===== config.mk =====
export PLATFORM = sky130hd
export DESIGN_NAME = voice_mix_sequencer
export DESIGN_NICKNAME = d
export VERILOG_FILES = /design/src/rtl/voice_mix_pkg.sv /design/src/rtl/mix_scale_sat.sv /design/src/rtl/voice_mix_sequencer.sv
export SDC_FILE = /design/constraint.sdc
export NUM_CORES = 1
export LEC_CHECK = 0
export CAP_MARGIN = 20
export CELL_PAD_IN_SITES_DETAIL_PLACEMENT = 1
export CELL_PAD_IN_SITES_GLOBAL_PLACEMENT = 1
export CORE_ASPECT_RATIO = 0.75
export CORE_MARGIN = 2
export CORE_UTILIZATION = 30
export DETAILED_ROUTE_END_ITERATION = 16
export PLACE_DENSITY_LB_ADDON = 0.12
export SETUP_SLACK_MARGIN = 0.3
export SYNTH_ARGS = -nofsm -noshare
export SYNTH_HDL_FRONTEND = slang
export SYNTH_SLANG_ARGS = --single-unit

===== constraint.sdc =====
create_clock -name clk -period 9.98 [get_ports clk]
set_input_delay 1.996 -clock clk [delete_from_list [all_inputs] [get_ports clk]]
set_output_delay 1.996 -clock clk [all_outputs]
set_load 0.01 [all_outputs]

===== src/rtl/voice_mix_pkg.sv =====
// Shared types and helpers for the voice mix sequencer.
// Build option VOICE_MIX_SAT_EN selects saturating output scaling.
package voice_mix_pkg;

    localparam int SAMPLE_W = 8;
    localparam int VOL_W    = 4;

    typedef enum logic [1:0] {
        IDLE,
        ACCUM,
        SCALE,
        OUT
    } mix_state_t;

    function automatic logic [SAMPLE_W-1:0] sat_to_8(
        input logic signed [31:0] v
    );
        logic [SAMPLE_W-1:0] r;
        if (v > 32'sd127) begin
            r = 8'h7f;
        end else if (v < -32'sd128) begin
            r = 8'h80;
        end else begin
            r = v[SAMPLE_W-1:0];
        end
        return r;
    endfunction

endpackage


===== src/rtl/mix_scale_sat.sv =====
// Volume scaling of one mix path: (acc * volume) >>> 4, then
// saturate (VOICE_MIX_SAT_EN) or wrap to 8 bits.
module mix_scale_sat
    import voice_mix_pkg::*;
#(
    parameter int ACC_W = 11
) (
    input  logic signed [ACC_W-1:0]    acc,
    input  logic        [VOL_W-1:0]    volume,
    output logic        [SAMPLE_W-1:0] result
);

    localparam int PROD_W = ACC_W + VOL_W + 1;

    logic signed [PROD_W-1:0] acc_x;
    logic signed [PROD_W-1:0] vol_x;
    logic signed [PROD_W-1:0] prod;
    logic signed [PROD_W-1:0] shifted;

    assign acc_x   = acc;
    assign vol_x   = {{(PROD_W-VOL_W){1'b0}}, volume};
    assign prod    = acc_x * vol_x;
    // Arithmetic shift floors toward minus infinity.
    assign shifted = prod >>> VOL_W;

`ifdef VOICE_MIX_SAT_EN
    logic signed [31:0] wide;

    assign wide   = 32'(shifted);
    assign result = sat_to_8(wide);
`else
    logic unused_hi;

    assign result    = shifted[SAMPLE_W-1:0];
    assign unused_hi = ^shifted[PROD_W-1:SAMPLE_W];
`endif

endmodule


===== src/rtl/voice_mix_sequencer.sv =====
// Sample-rate front end: scans voices, builds filter and bypass mixes.
// Define VOICE_MIX_SAT_EN for saturating (instead of wrapping) output.
module voice_mix_sequencer
    import voice_mix_pkg::*;
#(
    parameter int NUM_VOICES = 3,
    parameter int SAMPLE_DIV = 16,
    parameter int VSEL_W     = (NUM_VOICES > 1) ? $clog2(NUM_VOICES) : 1
) (
    input  logic                  clk,
    input  logic                  rst,
    input  logic                  enable,
    output logic [VSEL_W-1:0]     voice_sel,
    input  logic [SAMPLE_W-1:0]   voice_sample,
    input  logic [NUM_VOICES-1:0] filt_mask,
    input  logic [VOL_W-1:0]      volume,
    output logic [SAMPLE_W-1:0]   filt_out,
    output logic [SAMPLE_W-1:0]   byp_out,
    output logic                  sample_valid,
    output logic                  busy,
    output logic                  overrun
);

    localparam int ACC_W = SAMPLE_W + VSEL_W + 1;
    localparam int CNT_W = (SAMPLE_DIV > 1) ? $clog2(SAMPLE_DIV) : 1;

    localparam logic [CNT_W-1:0]  CNT_LAST  = CNT_W'(SAMPLE_DIV - 1);
    localparam logic [VSEL_W-1:0] VSEL_LAST = VSEL_W'(NUM_VOICES - 1);

    mix_state_t               state;
    logic [CNT_W-1:0]         cnt;
    logic                     tick;
    logic [NUM_VOICES-1:0]    mask_q;
    logic [VOL_W-1:0]         vol_q;
    logic signed [ACC_W-1:0]  filt_acc;
    logic signed [ACC_W-1:0]  byp_acc;
    logic signed [ACC_W-1:0]  sample_x;
    logic [SAMPLE_W-1:0]      filt_scaled;
    logic [SAMPLE_W-1:0]      byp_scaled;

    assign tick = enable && (cnt == CNT_LAST);

    assign sample_x = {{(ACC_W-SAMPLE_W){voice_sample[SAMPLE_W-1]}},
                       voice_sample};

    always_ff @(posedge clk or posedge rst) begin
        if (rst) begin
            cnt <= '0;
        end else if (!enable || cnt == CNT_LAST) begin
            cnt <= '0;
        end else begin
            cnt <= cnt + CNT_W'(1);
        end
    end

    always_ff @(posedge clk or posedge rst) begin
        if (rst) begin
            state        <= IDLE;
            voice_sel    <= '0;
            mask_q       <= '0;
            vol_q        <= '0;
            filt_acc     <= '0;
            byp_acc      <= '0;
            filt_out     <= '0;
            byp_out      <= '0;
            sample_valid <= 1'b0;
            busy         <= 1'b0;
            overrun      <= 1'b0;
        end else begin
            sample_valid <= 1'b0;
            // A tick mid-frame is dropped; the frame runs to completion.
            if (tick && state != IDLE) begin
                overrun <= 1'b1;
            end
            unique case (state)
                IDLE: begin
                    if (tick) begin
                        state     <= ACCUM;
                        mask_q    <= filt_mask;
                        vol_q     <= volume;
                        filt_acc  <= '0;
                        byp_acc   <= '0;
                        voice_sel <= '0;
                        busy      <= 1'b1;
                    end
                end
                ACCUM: begin
                    if (mask_q[voice_sel]) begin
                        filt_acc <= filt_acc + sample_x;
                    end else begin
                        byp_acc <= byp_acc + sample_x;
                    end
                    if (voice_sel == VSEL_LAST) begin
                        voice_sel <= '0;
                        state     <= SCALE;
                    end else begin
                        voice_sel <= voice_sel + VSEL_W'(1);
                    end
                end
                SCALE: begin
                    filt_out <= filt_scaled;
                    byp_out  <= byp_scaled;
                    state    <= OUT;
                end
                OUT: begin
                    sample_valid <= 1'b1;
                    busy         <= 1'b0;
                    state        <= IDLE;
                end
            endcase
        end
    end

    mix_scale_sat #(
        .ACC_W(ACC_W)
    ) u_filt_scale (
        .acc    (filt_acc),
        .volume (vol_q),
        .result (filt_scaled)
    );

    mix_scale_sat #(
        .ACC_W(ACC_W)
    ) u_byp_scale (
        .acc    (byp_acc),
        .volume (vol_q),
        .result (byp_scaled)
    );

endmodule


; Word level (Yosys, flattened, before mapping)
; Cells that the tools add are included.
[word_totals]
word_cells = 59
out_inout_bits = 21
reg_bits = 56
inputBits = 18
[op_classes]
n_eq_ne = 9
n_reduce_logical = 14
muxes = 17
order_cmp = 1
n_mul = 2
addsub = 4
[ops]
columns = operator, n
row1 = $pmux W11 S2, 2
row2 = $mux W11, 3
row3 = $mul A11 B5 Y12, 2
row4 = $add A11 B8 Y11, 2
row5 = $mux W2, 4
row6 = $ne A2 B2 Y1 const B, 4
row7 = $pmux W2 S4, 1
row8 = $reduce_and A2 Y1, 4
row9 = $eq A2 B2 Y1 const B, 3
row10 = $reduce_and A3 Y1, 2
row11 = $reduce_bool A2 Y1, 3
row12 = $add A4 B1 Y4 const B, 1
row13 = $eq A4 B4 Y1 const B, 1
row14 = $mux W4, 1
row15 = $pmux W2 S2, 1
row16 = $lt A2 B3 Y1 const B, 1
row17 = $mux W1, 3
row18 = $add A2 B1 Y2 const B, 1
row19 = $bmux W1 S2, 1
row20 = $eq A2 B1 Y1 const B, 1
row21 = $logic_and A1 B1 Y1, 2
row22 = $logic_not A2 Y1, 1
row23 = $pmux W1 S2, 1
row24 = $logic_not A1 Y1, 1
row25 = $logic_or A1 B1 Y1, 1

; Longest topological paths before layout
; Gate-level depths: netlist of run 1.
[logic_depth]
depth_word = 4
mapped_depth = 15
mapped_depth_nobuf = 13

; Hierarchy
; From an unflattened synthesis of run 1, not the netlist that was laid out.
[hier_totals]
cells_unflattened = 575
hier_area_um2 = 5486.5
[by_module_without_submodules]
columns = module, instances, seq_area_each_um2, area_each_um2, cells_each
row1 = voice_mix_sequencer, 1, 1401.3, 3118.0, 282
row2 = mix_scale_sat at u_filt_scale, 1, 0.0, 1203.7, 148
row3 = mix_scale_sat at u_byp_scale, 1, 0.0, 1164.9, 145

; Least setup slack after synthesis of run 1
; No wires, ideal clock.
[synth_timing]
path_type = in2reg
start = in voice_sample[0]
end = reg byp_acc[10]
arrival_time_ps = 3807
path_slack_ps = 6043
required_time_ps = 9850
path_stages = 8
setup_time_ps = 130
n_path_buf = 0
path_cell_list = ha_1 > fa_1 > a211oi_2 > o21a_1 > nor3_1 > a2111oi_4 > mux2i_1 > o211ai_2
[synth_via]
elab_chain_cells = 3
[synth_lines]
columns = element, line
row1 = "start, declared", voice_mix_sequencer.sv:14  ; input logic [SAMPLE_W-1:0] voice_sample,
row2 = $add A11 B8 Y11, voice_mix_sequencer.sv:91  ; byp_acc <= byp_acc + sample_x;
row3 = $mux W11, voice_mix_sequencer.sv:88  ; if (mask_q[voice_sel]) begin
row4 = $pmux W11 S2, voice_mix_sequencer.sv:75  ; unique case (state)
row5 = "end signal, assigned", voice_mix_sequencer.sv:91
row6 = "end, declared", voice_mix_sequencer.sv:36  ; logic signed [ACC_W-1:0] byp_acc;
; Every way passes these cells. The select of a mux whose other input is x is not followed.
; A chain may end at the register's enable or synchronous reset.

; Worst setup path after layout of run 1
; Ends and elaborated chain as after synthesis.

==> results of run 1 <==
-- state kept, by name, summed over array words and instances, names as in the netlist --
signal	flops
cnt	4
voice_sel	2
byp_acc	11
state	2
vol_q	4
busy	1
filt_out	8
sample_valid	1
byp_out	8
filt_acc	11
mask_q	3
overrun	1
-- logic make-up (layout without fill, tap and decap cells) --
family,count (synthesis),count (layout)
and+or+nand+nor,179,179
buffers and inverters,87,122
AOI/OAI and AO/OA,108,108
xor gates and xnor gates,34,34
muxes,20,20
adders and majority gates,96,96
DFF,56,56
-- cells in the mapped netlist, types with 4 or more instances --
library cell  number  area (um^2)
inv_1             72          270
ha_1              64          801
nand2_1           63          236
dfrtp_1           56         1400
and2_1            55          344
fa_1              32          641
o21ai_0           25          125
xnor2_1           24          210
mux2_2            18          203
nor2_1            16         60.1
a21oi_1           15         75.1
clkbuf_1          12         45.0
a22o_1            11         96.3
xor2_1            10         87.6
a21o_1             9         67.6
o31ai_1            9         67.6
nor3_1             8         40.0
a211oi_1           7         52.6
nand3_1            7         35.0
nor2b_1            7         43.8
o21a_1             6         45.0
and3_1             5         31.3
nand4_1            5         31.3
o21bai_1           5         37.5
nand2b_1           4         25.0
nand3b_1           4         30.0
-- through the flow --
step / total power, uW / std cells / hold slack, ps / cell area [um^2] / setup WS (ps)
finish: 833 / 857 / 478 / 6190 / 5760
detailed placement: 647 / 849 / 461 / 6030 / 5410
global placement: 636 / 849 / 462 / 6030 / 5460
CTS: 852 / 857 / 485 / 6190 / 5750
floorplan: 526 / 580 / 448 / 5380 / 6040
global route: 907 / 857 / 514 / 6190 / 5610
-- routing by layer --
layer  up-vias  GRT usage, %  part of all wire [%]
li1       2018             -                     -
met1      1955          23.4                    55
met2        37          23.6                    42
met3         8          2.24                   2.0
met4         0          2.87                  0.79
met5         -             0                     0
-- worst register-to-register path, stage by stage, from the launching register on --
cell and delay [ps]:
dfrtp_1 600, and2_1 290, ha_1 270, inv_1 60, fa_1 510, fa_1 540, inv_1 40, ha_1 350
a21oi_2 150, o22ai_2 110, o41a_1 370, a41o_1 290, o21a_1 180, o31ai_1 220
-- final cells by class --
type,count,area (um^2)
Sequential cell,56,1400
Fill cell,2037,11400
Multi-Input combinational cell,437,3650
Tap cell,242,303
Inverter,73,274
Timing Repair Buffer,41,403
Clock inverter,3,28.8
Clock buffer,5,125
-- worst max path at each step --
| stage | startpoint | endpoint | slack, ps | cells after the start |
|---|---|---|---|---|
| after floorplan | voice_sample[0] | byp_acc[10] | 6040 | 8 |
| after global placement | voice_sample[0] | byp_acc[10] | 5460 | 9 |
| after detailed placement | voice_sample[0] | byp_acc[10] | 5410 | 9 |
| after CTS | voice_sample[0] | byp_acc[10] | 5750 | 9 |
| after global routing | voice_sample[0] | byp_acc[10] | 5610 | 9 |
| final | voice_sample[0] | byp_acc[10] | 5760 | 9 |
-- power groups by stage --
stage	sequential, uW	combinational, uW	clock (uW)
5_1_grt	317	373	217
3_3_place_gp	313	324	0
4_1_cts	310	334	209
3_5_place_dp	314	333	0
6_report	308	326	199
2_1_floorplan	295	231	0
==> results.json, run 1 <==
{
  "period_needed_ps": 4220,
  "max_stage_delay_ps": 450,
  "setup-tns-final_ps": 0,
  "grt_pass1_vias": 4381,
  "setup_viol": 0,
  "tightest_slew_ps": 760,
  "slew_viol_final": 0,
  "final_util_pct": 35.1,
  "pin_count": 39,
  "finalCritPeriodShare_pct": 42.3,
  "ys_seq_area_share_pct": 26.0,
  "layout_commonest_cell": "inv_1",
  "pwr-share-seq_pct": 36.9,
  "vdd.ir_drop.worst_uv": 64.2,
  "synth_nets": 694,
  "wl_um": 13500,
  "r2r-start": "vol_q[2]",
  "die_h_um": 120,
  "worstSetupEndpointType": "flip-flop",
  "max_cap_viol_count": 0,
  "routed_via_density": 4.69,
  "yosysWarnings": 0,
  "fmax_mhz": 237,
  "portBuffers": 38,
  "core-area_um2": 17600,
  "clkPwrFrac_pct": 23.9,
  "drtAntennaViolNets": 0,
  "antenna_found_initial": 0,
  "cts.sinks": 56,
  "diodes": 0,
  "firstDrtPassIters": 4,
  "synth_area_um2": 5380,
  "synth_area_per_cell_um2": 9.28,
  "synthSimpleGateAreaFrac_pct": 16.9,
  "worstSetupStartpointType": "input pin",
  "hp-class": "reg2reg",
  "synthArstFlopShare_pct": 100,
  "power_frac_comb_pct": 39.2,
  "hold_path.startpoint": "overrun",
  "grt_max_degree": 57,
  "clk_latency_ps": 310,
  "ys.flop_type": "dfrtp_1",
  "place_congestion": 0.801,
  "ys_ff_latch": 56,
  "cts_tree": "done",
  "start_util_pct": 30.6,
  "dieArea_um2": 19000,
  "syn_inst": 580,
  "synthMuxAreaShare_pct": 4.14,
  "clockRootBuffer": "clkbuf_16",
  "finalHoldViolations": 0,
  "area_delta_synth_final_pct": 14.9,
  "cts_buffer_depth": 2,
  "drc_errors": 0,
  "cellInternalPower_uw": 489,
  "synth_cell_types": 52,
  "critPathRequiredTime_ps": 10180,
  "hold_end": "overrun",
  "worstPathCellList": "clkdlybuf4s50_1 > ha_1 > fa_1 > a211oi_2 > o21a_1 > nor3_1 > a2111oi_4 > mux2i_1 > o211ai_2",
  "synth_top_family_by_area": "adder cells",
  "avgRoutedWirePerCell_um": 15.7,
  "synth_edf_count": 0,
  "arrival_ps": 4420,
  "cp_slowest_cell": "fa_1",
  "leakagePower_uw": 0.00304,
  "grt_setup_unrepaired": "no",
  "synth-compound-area-share_pct": 14.4,
  "die_x_um": 159,
  "reg2reg_depth": 13,
  "vias": 4018,
  "cp_top_family": "compound AO/OA/AOI/OAI gates",
  "worstSetupPathType": "in2reg",
  "fin_skew_ps": 3.73,
  "power_density_nw_per_um2": 135,
  "status": "complete, no violations",
  "cts-buffers-inserted": 5,
  "p_sw_uw": 344,
  "layout_common_cells": "inv_1 (71), ha_1 (64), nand2_1 (63)",
  "grt_overflow_total": 0,
  "crit_buf_inv": 1,
  "hold_path_depth": 1,
  "maxSlewHeadroom_pct": 49.3,
  "synthAdderAreaFrac_pct": 26.8,
  "crit_fanout": 3,
  "post_cts_resized": 0,
  "p_sw_share_pct": 41.2,
  "drtIter0Drc": 109,
  "nNetsFinal": 728,
  "drive_gt1_share_pct": 6.34,
  "synth_xor_xnor_area_share_pct": 5.53,
  "track_usage_pct": 15.5,
  "reg2reg_slack_ps": 5920,
  "postCtsSetupBuffers": 0,
  "row_count": 42,
  "rr_endpoint": "byp_out[7]",
  "h-tree-depth": 2,
  "path_clk_slew_ps": 80,
  "dpl.hpwl_um": 10900,
  "grt_pass1_wl_um": 23100,
  "cts-hold-fix-buffers": 0
}
Power figures use the tool's default switching activity.
==> run 2, diff against run 1 <==
Clock period 9.98 ns to 3.45 ns, I/O delays scaled along.
==> run 2 against run 1 <==
  * Highest routed layer unchanged
  * Clock skew up 3.3 ps
  * Die area unchanged
  * First-iteration DRC count down 7.3%
  * Sequential power rose to 2.8 times the previous value
  * Setup slack worse by 5900 ps
  * Clock-buffer cell count up 1
  * Utilization up 4.8 points
  * The run now ends with negative setup slack left
==> results.json, run 2 (synthesized netlist as in run 1, its figures left out) <==
{
  "status": "finished with violations",
  "violations": "negative setup slack",
  "fin_skew_ps": 7.01,
  "slew_viol_final": 0,
  "critPathRequiredTime_ps": 3640,
  "cts_buffer_depth": 2,
  "max_cap_viol_count": 0,
  "firstDrtPassIters": 4,
  "worstSetupPathType": "reg2reg",
  "cp_top_family": "adder cells",
  "dieArea_um2": 19000,
  "crit_fanout": 8,
  "worstPathCellList": "and2_1 > ha_1 > inv_2 > fa_1 > inv_1 > fa_1 > ha_4 > nand4_1 > o22ai_2 > o41a_1 > a21o_1 > xor2_1 > mux2_4",
  "reg.largest.list": "byp_acc x11, filt_acc x11",
  "setup_viol": 8,
  "hold_end": "overrun",
  "die_x_um": 159,
  "grt_pass1_vias": 4554,
  "grt_max_degree": 57,
  "finalCritPeriodShare_pct": 105,
  "h-tree-depth": 2,
  "wl_um": 14500,
  "fin_cells": 924,
  "setup_ws_ps": -186,
  "cts.sinks": 56,
  "clk_latency_ps": 310,
  "worstSetupEndpointType": "flip-flop",
  "max_stage_delay_ps": 530,
  "cp_slowest_cell": "fa_1",
  "pin_count": 39,
  "drc_errors": 0,
  "drtIter0Drc": 101,
  "row_count": 42,
  "crit_buf_inv": 2,
  "drtAntennaViolNets": 0,
  "area_delta_synth_final_pct": 30.6,
  "die_h_um": 120,
  "core-area_um2": 17600,
  "grt_setup_unrepaired": "yes",
  "portBuffers": 38,
  "final_util_pct": 39.9,
  "setup-tns-final_ps": -823,
  "hold_path.startpoint": "overrun",
  "maxSlewHeadroom_pct": 49.8,
  "worstSetupStartpointType": "flip-flop",
  "cts-buffers-inserted": 5,
  "path_clk_slew_ps": 70,
  "grt_overflow_total": 0,
  "reg2reg_depth": 13,
  "diodes": 0,
  "cts_tree": "done",
  "start_util_pct": 30.6,
  "placed_cell_area_um2": 6450,
  "fin_area_um2": 7030,
  "tightest_slew_ps": 753,
  "reg2reg_slack_ps": -190,
  "routed_via_density": 4.61,
  "r2r-start": "vol_q[3]",
  "grt_pass1_wl_um": 24000,
  "nNetsFinal": 795,
  "avgRoutedWirePerCell_um": 15.7,
  "track_usage_pct": 16.2,
  "layout_commonest_cell": "buf_4",
  "hp-class": "reg2reg",
  "dp.cells": 896,
  "vdd.ir_drop.worst_uv": 151,
  "period_needed_ps": 3640,
  "report.power.total_uw": 2500,
  "cts-hold-fix-buffers": 0,
  "fmax_mhz": 275,
  "crit_top_cell": "fa_1",
  "dpl.hpwl_um": 11600,
  "finalHoldViolations": 0,
  "hold_path_depth": 1,
  "leakagePower_uw": 0.00340,
  "antenna_found_initial": 0,
  "vias": 4263,
  "place_congestion": 0.814,
  "arrival_ps": 3830,
  "layout_common_cells": "buf_4 (64), inv_1 (62), nand2_1 (60)",
  "drive_gt1_share_pct": 23.2,
  "power_density_nw_per_um2": 355,
  "clockRootBuffer": "clkbuf_16",
  "rr_endpoint": "byp_out[5]"
}
run 2: where the power goes:
part	internal [uW]	switching, uW
Clock	290	253
Sequential	752	101
Combinational	471	631
Total	1510	986
run 2: worst max-delay path by stage:
stage | slack, ps | from | to | cells past startpoint
detailed placement | -270 | vol_q[2] | byp_out[7] | 13
finish | -190 | vol_q[3] | byp_out[5] | 13
CTS | -130 | vol_q[2] | filt_out[7] | 15
global route | -280 | vol_q[2] | filt_out[4] | 17
global placement | -150 | vol_q[2] | byp_out[5] | 13
floorplan | -130 | vol_q[3] | byp_out[5] | 14
run 2: timing repair:
item                                    4_1_cts  5_1_grt
pin swaps                                    29       24
endpoints found under the setup margin       15       17
gates resized for setup                      34       25
buffers inserted                             18        2
run 2: metal layers:
metal	up-vias	GRT usage, %	part of all wire [%]
li1	2152	-	-
met5	-	0	0
met3	8	2.17	1.7
met4	0	2.70	0.72
met1	2072	24.1	54
met2	31	25.1	43
run 2: final cells by class:
cell class                 instances  area, um^2
clock inverter                     2        15.0
sequential                        56        1400
inverter                          73         274
clock buffer                       6         139
timing repair buffer             108         928
fill                            1999       10600
tap                              242         303
multi-input combinational        437        3970
run 2: stage by stage:
step | setup WS (ps) | hold WS (ps)
floorplan | -128 | 448
global placement | -152 | 462
detailed placement | -266 | 465
CTS | -125 | 487
global route | -276 | 519
finish | -186 | 476
run 2: worst reg2reg max path: stages, from the launching register on:
cell and delay, ps:
dfrtp_2 460, and2_1 180, ha_1 280, inv_2 40
fa_1 470, inv_1 50, fa_1 530, ha_4 220
nand4_1 110, o22ai_2 110, o41a_1 450, a21o_1 220
xor2_1 150, mux2_4 250
==> run 3, diff against run 2 <==
Settings changed: SETUP_SLACK_MARGIN 0.3 to 0.2.
==> run 3 against run 2 <==
  * The flow still finishes with violations (negative setup slack)
  * Largest power group unchanged
  * Via count grew 1.4%
  * Setup slack gained 56 ps
  * Flip-flop and latch count unchanged
  * Highest routed layer unchanged
  * Critical path type unchanged
  * Register-to-register slack improved by 60 ps
  * Hold slack improved by 13 ps
==> results.json, run 3 (synthesized netlist as in run 1, its figures left out) <==
{
  "status": "finished with violations",
  "violations": "negative setup slack",
  "reg.largest.list": "byp_acc x11, filt_acc x11",
  "place_congestion": 0.767,
  "path_depth": 15,
  "hold_path_depth": 1,
  "cp_top_family": "adder cells",
  "fin_cells": 907,
  "leakagePower_uw": 0.00330,
  "vias": 4321,
  "dpl.hpwl_um": 11300,
  "die_h_um": 120,
  "grt_overflow_total": 0,
  "worstSetupStartpointType": "flip-flop",
  "tightest_slew_ps": 626,
  "vdd.ir_drop.worst_uv": 211,
  "worstPathCellList": "buf_6 > and2_4 > ha_4 > inv_2 > fa_1 > fa_1 > inv_2 > ha_4 > a21o_1 > a21oi_4 > nand3_4 > buf_6 > a31oi_4 > xnor2_1 > mux2_4",
  "cts-hold-fix-buffers": 0,
  "report.power.total_uw": 2480,
  "portBuffers": 38,
  "finalCritPeriodShare_pct": 104,
  "drive_gt1_share_pct": 20.0,
  "hp-class": "reg2reg",
  "layout_common_cells": "inv_1 (64), nand2_1 (60), dfrtp_1 (54)",
  "place_ws_ps": -224,
  "clockRootBuffer": "clkbuf_16",
  "worstSetupPathType": "reg2reg",
  "clk_latency_ps": 310,
  "diodes": 0,
  "nNetsFinal": 778,
  "setup_ws_ps": -130,
  "crit_fanout": 6,
  "r2r-start": "vol_q[2]",
  "routed_via_density": 4.76,
  "drtAntennaViolNets": 0,
  "die_x_um": 159,
  "antenna_found_initial": 0,
  "avgRoutedWirePerCell_um": 15.8,
  "row_count": 42,
  "dp.cells": 891,
  "maxSlewHeadroom_pct": 58.2,
  "slew_viol_final": 0,
  "placed_cell_area_um2": 6430,
  "worstSetupEndpointType": "flip-flop",
  "fin_area_um2": 6910,
  "cts-buffers-inserted": 5,
  "layout_commonest_cell": "inv_1",
  "cp_slowest_cell": "fa_1",
  "setup_viol": 9,
  "grt_max_degree": 22,
  "fin_skew_ps": 10.5,
  "cts_tree": "done",
  "grt_pass1_vias": 4807,
  "pin_count": 39,
  "power_density_nw_per_um2": 359,
  "dieArea_um2": 19000,
  "drtIter0Drc": 186,
  "crit_buf_inv": 4,
  "core-area_um2": 17600,
  "start_util_pct": 30.6,
  "rr_endpoint": "filt_out[5]",
  "reg2reg_depth": 15,
  "arrival_ps": 3780,
  "cts.sinks": 56,
  "critPathLaunch": "vol_q[2]",
  "fmax_mhz": 279,
  "cts_buffer_depth": 2,
  "critPathCapture": "filt_out[5]",
  "max_stage_delay_ps": 560,
  "critPathRequiredTime_ps": 3650,
  "reg2reg_slack_ps": -130,
  "wl_um": 14300,
  "path_clk_slew_ps": 90,
  "area_delta_synth_final_pct": 28.3,
  "track_usage_pct": 16.5,
  "period_needed_ps": 3580,
  "grt_setup_unrepaired": "yes",
  "grt_pass1_wl_um": 24400,
  "h-tree-depth": 2,
  "finalHoldViolations": 0,
  "drc_errors": 0,
  "firstDrtPassIters": 4,
  "max_cap_viol_count": 0
}
==> run 3: repair_timing <==
action	4_1_cts	5_1_grt
setup endpoints to repair	13	14
pin swaps	26	18
setup buffers	5	3
gates resized for setup	35	15
==> run 3: worst min-delay path by stage <==
stage	startpoint	endpoint	slack, ps
after global placement	busy	busy	460
after global routing	overrun	overrun	530
after CTS	overrun	overrun	500
after detailed placement	overrun	overrun	480
final	overrun	overrun	490
after floorplan	cnt[0]	cnt[0]	450
==> run 3: worst register-to-register path, stage by stage, from the launching register on <==
cell     delay [ps]
dfrtp_2         480
buf_6           150
and2_4          130
ha_4            260
inv_2            30
fa_1            470
fa_1            560
inv_2            50
ha_4            240
a21o_1          180
a21oi_4         210
nand3_4         110
buf_6           140
a31oi_4         120
xnor2_1          90
mux2_4          250
==> run 3: where the power goes <==
part           switching (uW)  internal [uW]  total, uW
logic                     636            441       1080
clock network             287            274        561
registers                88.0            752        840
total                    1010           1470       2480
==> run 3: layer usage <==
layer  up-vias  share of wire (%)  global-route usage (%)
met3         8                1.9                    2.06
met1      2175                 49                    22.7
met5         -                  0                       0
met2        31                 48                    27.9
li1       2107                  -                       -
met4         0               0.87                    3.38
==> run 3: layout make-up <==
type	count	area, um^2
Fill cell	2024	10700
Inverter	73	274
Tap cell	242	303
Clock buffer	5	125
Timing Repair Buffer	91	818
Multi-Input combinational cell	437	3960
Sequential cell	56	1400
Clock inverter	3	22.5
==> run 3: metrics by stage <==
stage | TNS, ps | util, % | hold slack, ps
after detailed placement | -1360 | 36.5 | 475
after CTS | -660 | 38.7 | 496
after floorplan | -357 | - | 448
after global routing | -2040 | 39.2 | 525
after global placement | -919 | 36.5 | 462
final | -588 | 39.2 | 489
